--- src/rtl/uop_fetch_seq_pkg.sv ---
// Shared definitions for the uop cache read-side sequencer.
package uop_fetch_seq_pkg;

  // Geometry shared with the uop cache.
  localparam int UOP_W      = 32;
  localparam int UOP_ADDR_W = 6;

  // Sequencer states.
  typedef enum logic [1:0] {
    ST_IDLE  = 2'd0,
    ST_FETCH = 2'd1,
    ST_DRAIN = 2'd2
  } state_e;

endpackage

--- src/rtl/uop_fetch_seq_fifo.sv ---
// First-word-fall-through FIFO holding micro-ops plus their last tag.
module uop_fifo #(
  parameter int WIDTH = 33,
  parameter int DEPTH = 4,
  localparam int PTR_W = $clog2(DEPTH),
  localparam int CNT_W = $clog2(DEPTH + 1)
) (
  input  logic             clk,
  input  logic             reset,
  input  logic             clr,
  input  logic             push,
  input  logic [WIDTH-1:0] push_data,
  input  logic             pop,
  output logic [WIDTH-1:0] head,
  output logic             empty,
  output logic [CNT_W-1:0] count
);

  localparam logic [CNT_W-1:0] CNT_FULL = CNT_W'(DEPTH);

  logic [WIDTH-1:0] mem_q [DEPTH];
  logic [PTR_W-1:0] wr_ptr_q, wr_ptr_d;
  logic [PTR_W-1:0] rd_ptr_q, rd_ptr_d;
  logic [CNT_W-1:0] cnt_q, cnt_d;
  logic             do_push, do_pop;

  assign do_pop  = pop && (cnt_q != '0);
  assign do_push = push && ((cnt_q != CNT_FULL) || do_pop);

  // Pointer and occupancy update; clear wins over push/pop.
  always_comb begin
    wr_ptr_d = wr_ptr_q;
    rd_ptr_d = rd_ptr_q;
    cnt_d    = cnt_q;
    if (clr) begin
      wr_ptr_d = '0;
      rd_ptr_d = '0;
      cnt_d    = '0;
    end else begin
      if (do_push) wr_ptr_d = wr_ptr_q + PTR_W'(1);
      if (do_pop)  rd_ptr_d = rd_ptr_q + PTR_W'(1);
      case ({do_push, do_pop})
        2'b10:   cnt_d = cnt_q + CNT_W'(1);
        2'b01:   cnt_d = cnt_q - CNT_W'(1);
        default: cnt_d = cnt_q;
      endcase
    end
  end

  // Control state registers.
  always_ff @(posedge clk or negedge reset) begin
    if (!reset) begin
      wr_ptr_q <= '0;
      rd_ptr_q <= '0;
      cnt_q    <= '0;
    end else begin
      wr_ptr_q <= wr_ptr_d;
      rd_ptr_q <= rd_ptr_d;
      cnt_q    <= cnt_d;
    end
  end

  // Storage array; contents are qualified by the count, so no reset.
  always_ff @(posedge clk) begin
    if (do_push && !clr) mem_q[wr_ptr_q] <= push_data;
  end

  assign head  = mem_q[rd_ptr_q];
  assign empty = (cnt_q == '0);
  assign count = cnt_q;

endmodule

--- src/rtl/uop_fetch_seq.sv ---
// Drains a run of consecutive micro-ops from the uop cache into a valid/ready stream.
module uop_fetch_seq
  import uop_fetch_seq_pkg::*;
#(
  parameter int ADDR_W     = UOP_ADDR_W,
  parameter int DATA_W     = UOP_W,
  parameter int FIFO_DEPTH = 4
) (
  input  logic              clk,
  input  logic              reset,
  input  logic              start,
  input  logic [ADDR_W-1:0] start_addr,
  input  logic [ADDR_W:0]   length,
  input  logic              flush,
  output logic              rd_en,
  output logic [ADDR_W-1:0] rd_addr,
  input  logic [DATA_W-1:0] rd_data,
  output logic              out_valid,
  input  logic              out_ready,
  output logic [DATA_W-1:0] out_instr,
  output logic              out_last,
  output logic              busy,
  output logic              done
);

  localparam int             CNT_W      = $clog2(FIFO_DEPTH + 1);
  localparam logic [CNT_W:0] CREDIT_MAX = (CNT_W + 1)'(FIFO_DEPTH);

  state_e            state_q, state_d;
  logic [ADDR_W-1:0] addr_q, addr_d;
  logic [ADDR_W:0]   rem_q, rem_d;
  logic              vld_p1_q, vld_p1_d;   // cache read issued last cycle
  logic              last_p1_q, last_p1_d; // that read is the final one of the run
  logic              done_q, done_d;

  logic              issue;
  logic              pop;
  logic              fifo_empty;
  logic [DATA_W:0]   fifo_head;
  logic [CNT_W-1:0]  fifo_cnt;
  logic [CNT_W:0]    credit_used;

  // Buffered entries plus the one possibly in flight must fit in the FIFO.
  assign credit_used = {1'b0, fifo_cnt} + {{CNT_W{1'b0}}, vld_p1_q};
  assign issue = (state_q == ST_FETCH) && (rem_q != '0) &&
                 (credit_used < CREDIT_MAX) && !flush;
  assign pop   = !fifo_empty && out_ready;

  // Next-state, counter and in-flight tag logic; flush overrides everything.
  always_comb begin
    state_d   = state_q;
    addr_d    = addr_q;
    rem_d     = rem_q;
    vld_p1_d  = issue;
    last_p1_d = issue && (rem_q == (ADDR_W + 1)'(1));
    done_d    = 1'b0;
    if (flush) begin
      state_d   = ST_IDLE;
      vld_p1_d  = 1'b0;
      last_p1_d = 1'b0;
    end else begin
      case (state_q)
        ST_IDLE: begin
          if (start) begin
            if (length != '0) begin
              addr_d  = start_addr;
              rem_d   = length;
              state_d = ST_FETCH;
            end else begin
              done_d = 1'b1;
            end
          end
        end
        ST_FETCH: begin
          if (issue) begin
            addr_d = addr_q + ADDR_W'(1);
            rem_d  = rem_q - (ADDR_W + 1)'(1);
            if (rem_q == (ADDR_W + 1)'(1)) state_d = ST_DRAIN;
          end
        end
        ST_DRAIN: begin
          if (pop && fifo_head[DATA_W]) begin
            state_d = ST_IDLE;
            done_d  = 1'b1;
          end
        end
        default: state_d = ST_IDLE;
      endcase
    end
  end

  // Control registers.
  always_ff @(posedge clk or negedge reset) begin
    if (!reset) begin
      state_q   <= ST_IDLE;
      addr_q    <= '0;
      rem_q     <= '0;
      vld_p1_q  <= 1'b0;
      last_p1_q <= 1'b0;
      done_q    <= 1'b0;
    end else begin
      state_q   <= state_d;
      addr_q    <= addr_d;
      rem_q     <= rem_d;
      vld_p1_q  <= vld_p1_d;
      last_p1_q <= last_p1_d;
      done_q    <= done_d;
    end
  end

  // Read results land here the cycle after issue; flush clears it and drops the in-flight word.
  uop_fifo #(
    .WIDTH (DATA_W + 1),
    .DEPTH (FIFO_DEPTH)
  ) u_fifo (
    .clk       (clk),
    .reset     (reset),
    .clr       (flush),
    .push      (vld_p1_q),
    .push_data ({last_p1_q, rd_data}),
    .pop       (pop),
    .head      (fifo_head),
    .empty     (fifo_empty),
    .count     (fifo_cnt)
  );

  assign rd_en     = issue;
  assign rd_addr   = addr_q;
  assign out_valid = !fifo_empty;
  assign out_instr = fifo_empty ? '0 : fifo_head[DATA_W-1:0];
  assign out_last  = !fifo_empty && fifo_head[DATA_W];
  assign busy      = (state_q != ST_IDLE);
  assign done      = done_q;

endmodule

--- config.mk ---
export PLATFORM = sky130hd
export DESIGN_NAME = uop_fetch_seq
export DESIGN_NICKNAME = d
export VERILOG_FILES = /design/src/rtl/uop_fetch_seq_pkg.sv /design/src/rtl/uop_fetch_seq_fifo.sv /design/src/rtl/uop_fetch_seq.sv
export SDC_FILE = /design/constraint.sdc
export NUM_CORES = 1
export LEC_CHECK = 0
export ABC_AREA = 1
export CAP_MARGIN = 10
export CORE_ASPECT_RATIO = 0.5
export CORE_MARGIN = 2
export CORE_UTILIZATION = 59
export DETAILED_ROUTE_END_ITERATION = 8
export PLACE_DENSITY = 0.93
export SETUP_SLACK_MARGIN = 0.2
export SLEW_MARGIN = 20
export SYNTH_ARGS = -nofsm -noshare
export SYNTH_HDL_FRONTEND = slang
export SYNTH_HIERARCHICAL = 1
export SYNTH_SLANG_ARGS = --single-unit
--- constraint.sdc ---
create_clock -name clk -period 6.5 [get_ports clk]
set_clock_uncertainty 0.05 [all_clocks]
set_input_delay 1.3 -clock clk [delete_from_list [all_inputs] [get_ports clk]]
set_output_delay 1.3 -clock clk [all_outputs]
set_load 0.005 [all_outputs]
==> results.cfg <==
[outcome]
status = complete, no violations

[sta]
max_freq_mhz = 201
rsz0062_at_grt = false
fin_ws_ns = 1.52
slew_violations = 0
setup_violations = 0
worst_slew_pin_slew_ns = 1.13
period_needed_ns = 4.98
period_share_pct = 76.6
max_slew_margin_pct = 24.3
finalSetupTns_ns = 0
hold_viol_final = 0

[synth]
ys_warn_count = 6
synth.most_common_cell = edfxtp_1
synth_flop_cell = edfxtp_1
syn_nets = 706
netlist_area_sq_um = 6890
synth_edf_count = 132
synth_top_area_share_pct = 57.5
synthTopCellsByArea = edfxtp_1 (58%), dfrtp_1 (9.1%), nor2_1 (6.5%)
netlist_top_cells_count = edfxtp_1 (132), nor2_1 (119), nand2_1 (84), o21ai_0 (75), inv_1 (68)
synthCells = 648
synth-seq-cells = 157
yosysSeqAreaShare_pct = 66.6
synthArstFlopShare_pct = 15.9
synth_cell_types = 31
synth.avg_cell_area_sq_um = 10.6
synth_top_cell_by_area = edfxtp_1

[global_routing]
grtUsageTotal_pct = 27.6
grt_max_degree = 69
grt_overflow = 0
grt_pass1_vias = 5150
antenna_found_initial = 0
grt_pass1_wl_um = 26000

[setup_path]
arrival_ns = 3.63
crit_start = u_fifo/rd_ptr_q[1]
start_kind = flip-flop
r2r_cells = 7
worstPathMaxFanout = 35
r2r_slack_ns = 3.17
endpoint = out_last
r2r_start = u_fifo/count[2]
required_ns = 5.15
end_kind = output pin
critical_path_class = reg -> out
r2r_end = u_fifo/mem_q[3][6]

[power]
finalPower_uw = 3400
power_density_nw_per_um2 = 400
power.leakage_uw = 0.00334
ir_drop_uv = 216

[run]
maxCapViolations = 0

[cells_and_area]
drive_gt1_share_pct = 7.94
utilization_pct = 76.1
syn_to_final_growth_pct = 23.5
num-nets-final = 788
diodes = 0
final_area_sq_um = 8510

[cts]
cts_hold_buf = 0
cts_setup_buffers = 0
clk_latency_ns = 0.43
clockRootBuffer = clkbuf_16
clk_pin_slew_ns = 0.06
clockBufferDepth = 2
cts_resized = 0
cts_num_sinks = 157
cts_buffers = 17
htree_levels = 4
cts_tree = built

[routing]
wirelength_um = 16600
vias = 5294
first_iter_violations = 585
ant_nets = 0
vias_per_cell = 5.87
drtPass1Iterations = 8
drc_errors = 0
wl_per_cell_um = 18.4

[floorplan]
dieArea_sq_um = 12600
core_area_sq_um = 11200
die_w_um = 157
fp-row-count = 27
dieHeight_um = 80.4
start_util_pct = 61.6
pin_count = 93

[place]
place_ws_ns = 2.17
placed_cell_area_sq_um = 7890
dpl.hpwl_um = 8920
gp_congestion = 0.853
portBuffers = 92

[min_path]
hold_path_class = reg -> reg
through the flow:
| step | hold WS (ns) | cells |
|---|---|---|
| floorplan | 0.405 | 648 |
| global placement | 0.422 | 870 |
| detailed placement | 0.434 | 870 |
| CTS | 0.462 | 902 |
| global route | 0.492 | 902 |
| finish | 0.471 | 902 |
worst max-delay path, stage by stage, from the launching register on:
cell and delay, ns:
dfrtp_1 0.79, inv_1 1.01, o21ai_0 0.27, o22ai_1 0.28
inv_1 0.06, nor2_1 0.18, clkdlybuf4s50_1 0.58
where the power goes:
part,switching (uW),internal (uW)
sequential,124,1180
combinational,584,479
clock,398,642
state kept, by name, summed over array words and instances, names as in the netlist:
| register | count |
|---|---|
| u_fifo/mem_q | 132 |
| u_fifo/wr_ptr_q | 2 |
| rd_addr | 6 |
| rem_q | 7 |
| last_p1_q | 1 |
| state_q | 2 |
| vld_p1_q | 1 |
| done | 1 |
| u_fifo/rd_ptr_q | 2 |
| u_fifo/count | 3 |
cells in the final DEF (no fill, tap or decap), drive strengths merged, types with 2 or more instances in the layout:
| cell type | Yosys | layout |
|---|---|---|
| dfrtp | 25 | 25 |
| nor2 | 126 | 126 |
| clkinvlp | 0 | 2 |
| clkdlybuf4s50 | 0 | 92 |
| o21ai | 79 | 79 |
| ha | 7 | 7 |
| nand4 | 5 | 5 |
| nand2 | 88 | 88 |
| nand3 | 39 | 39 |
| clkbuf | 15 | 18 |
| clkinv | 1 | 7 |
| inv | 73 | 75 |
| bufinv | 0 | 4 |
| edfxtp | 132 | 132 |
| o22ai | 33 | 33 |
| a21oi | 4 | 4 |
metal layers:
layer / vias to the layer above / GRT usage [%] / wire, um
li1: 2372 / - / -
met1: 2489 / 32.7 / 6300
met2: 365 / 46.9 / 8240
met3: 68 / 7.56 / 1470
met4: 0 / 14.7 / 612
met5: - / 0 / 0
kinds of logic (layout without fill, tap and decap cells):
| family | Yosys count | after routing | synth area share, % |
|---|---|---|---|
| buffers and inverters | 104 | 199 | 6.32 |
| xor gates and xnor gates | 1 | 1 | 0.127 |
| DFF | 157 | 157 | 66.6 |
| and+or+nand+nor | 260 | 260 | 16.0 |
| AOI/OAI and AO/OA | 118 | 118 | 9.39 |
| adders and majority gates | 8 | 8 | 1.56 |
worst min-delay path by stage:
stage / to / start / depth (start not counted)
after floorplan: u_fifo/mem_q[0][32] / last_p1_q / 0
after global routing: rem_q[1] / rem_q[1] / 2
final: rem_q[6] / rem_q[6] / 2
after detailed placement: u_fifo/mem_q[0][32] / last_p1_q / 0
after CTS: rem_q[6] / rem_q[6] / 2
after global placement: u_fifo/mem_q[0][32] / last_p1_q / 0
area by class of cell:
class | instances | area, sq um
inverter | 74 | 278
timing repair buffer | 93 | 928
clock buffer | 18 | 429
multi-input combinational | 387 | 1890
sequential | 157 | 4590
tap | 159 | 199
clock inverter | 14 | 190
fill | 621 | 2670
Power figures use the tool's default switching activity.
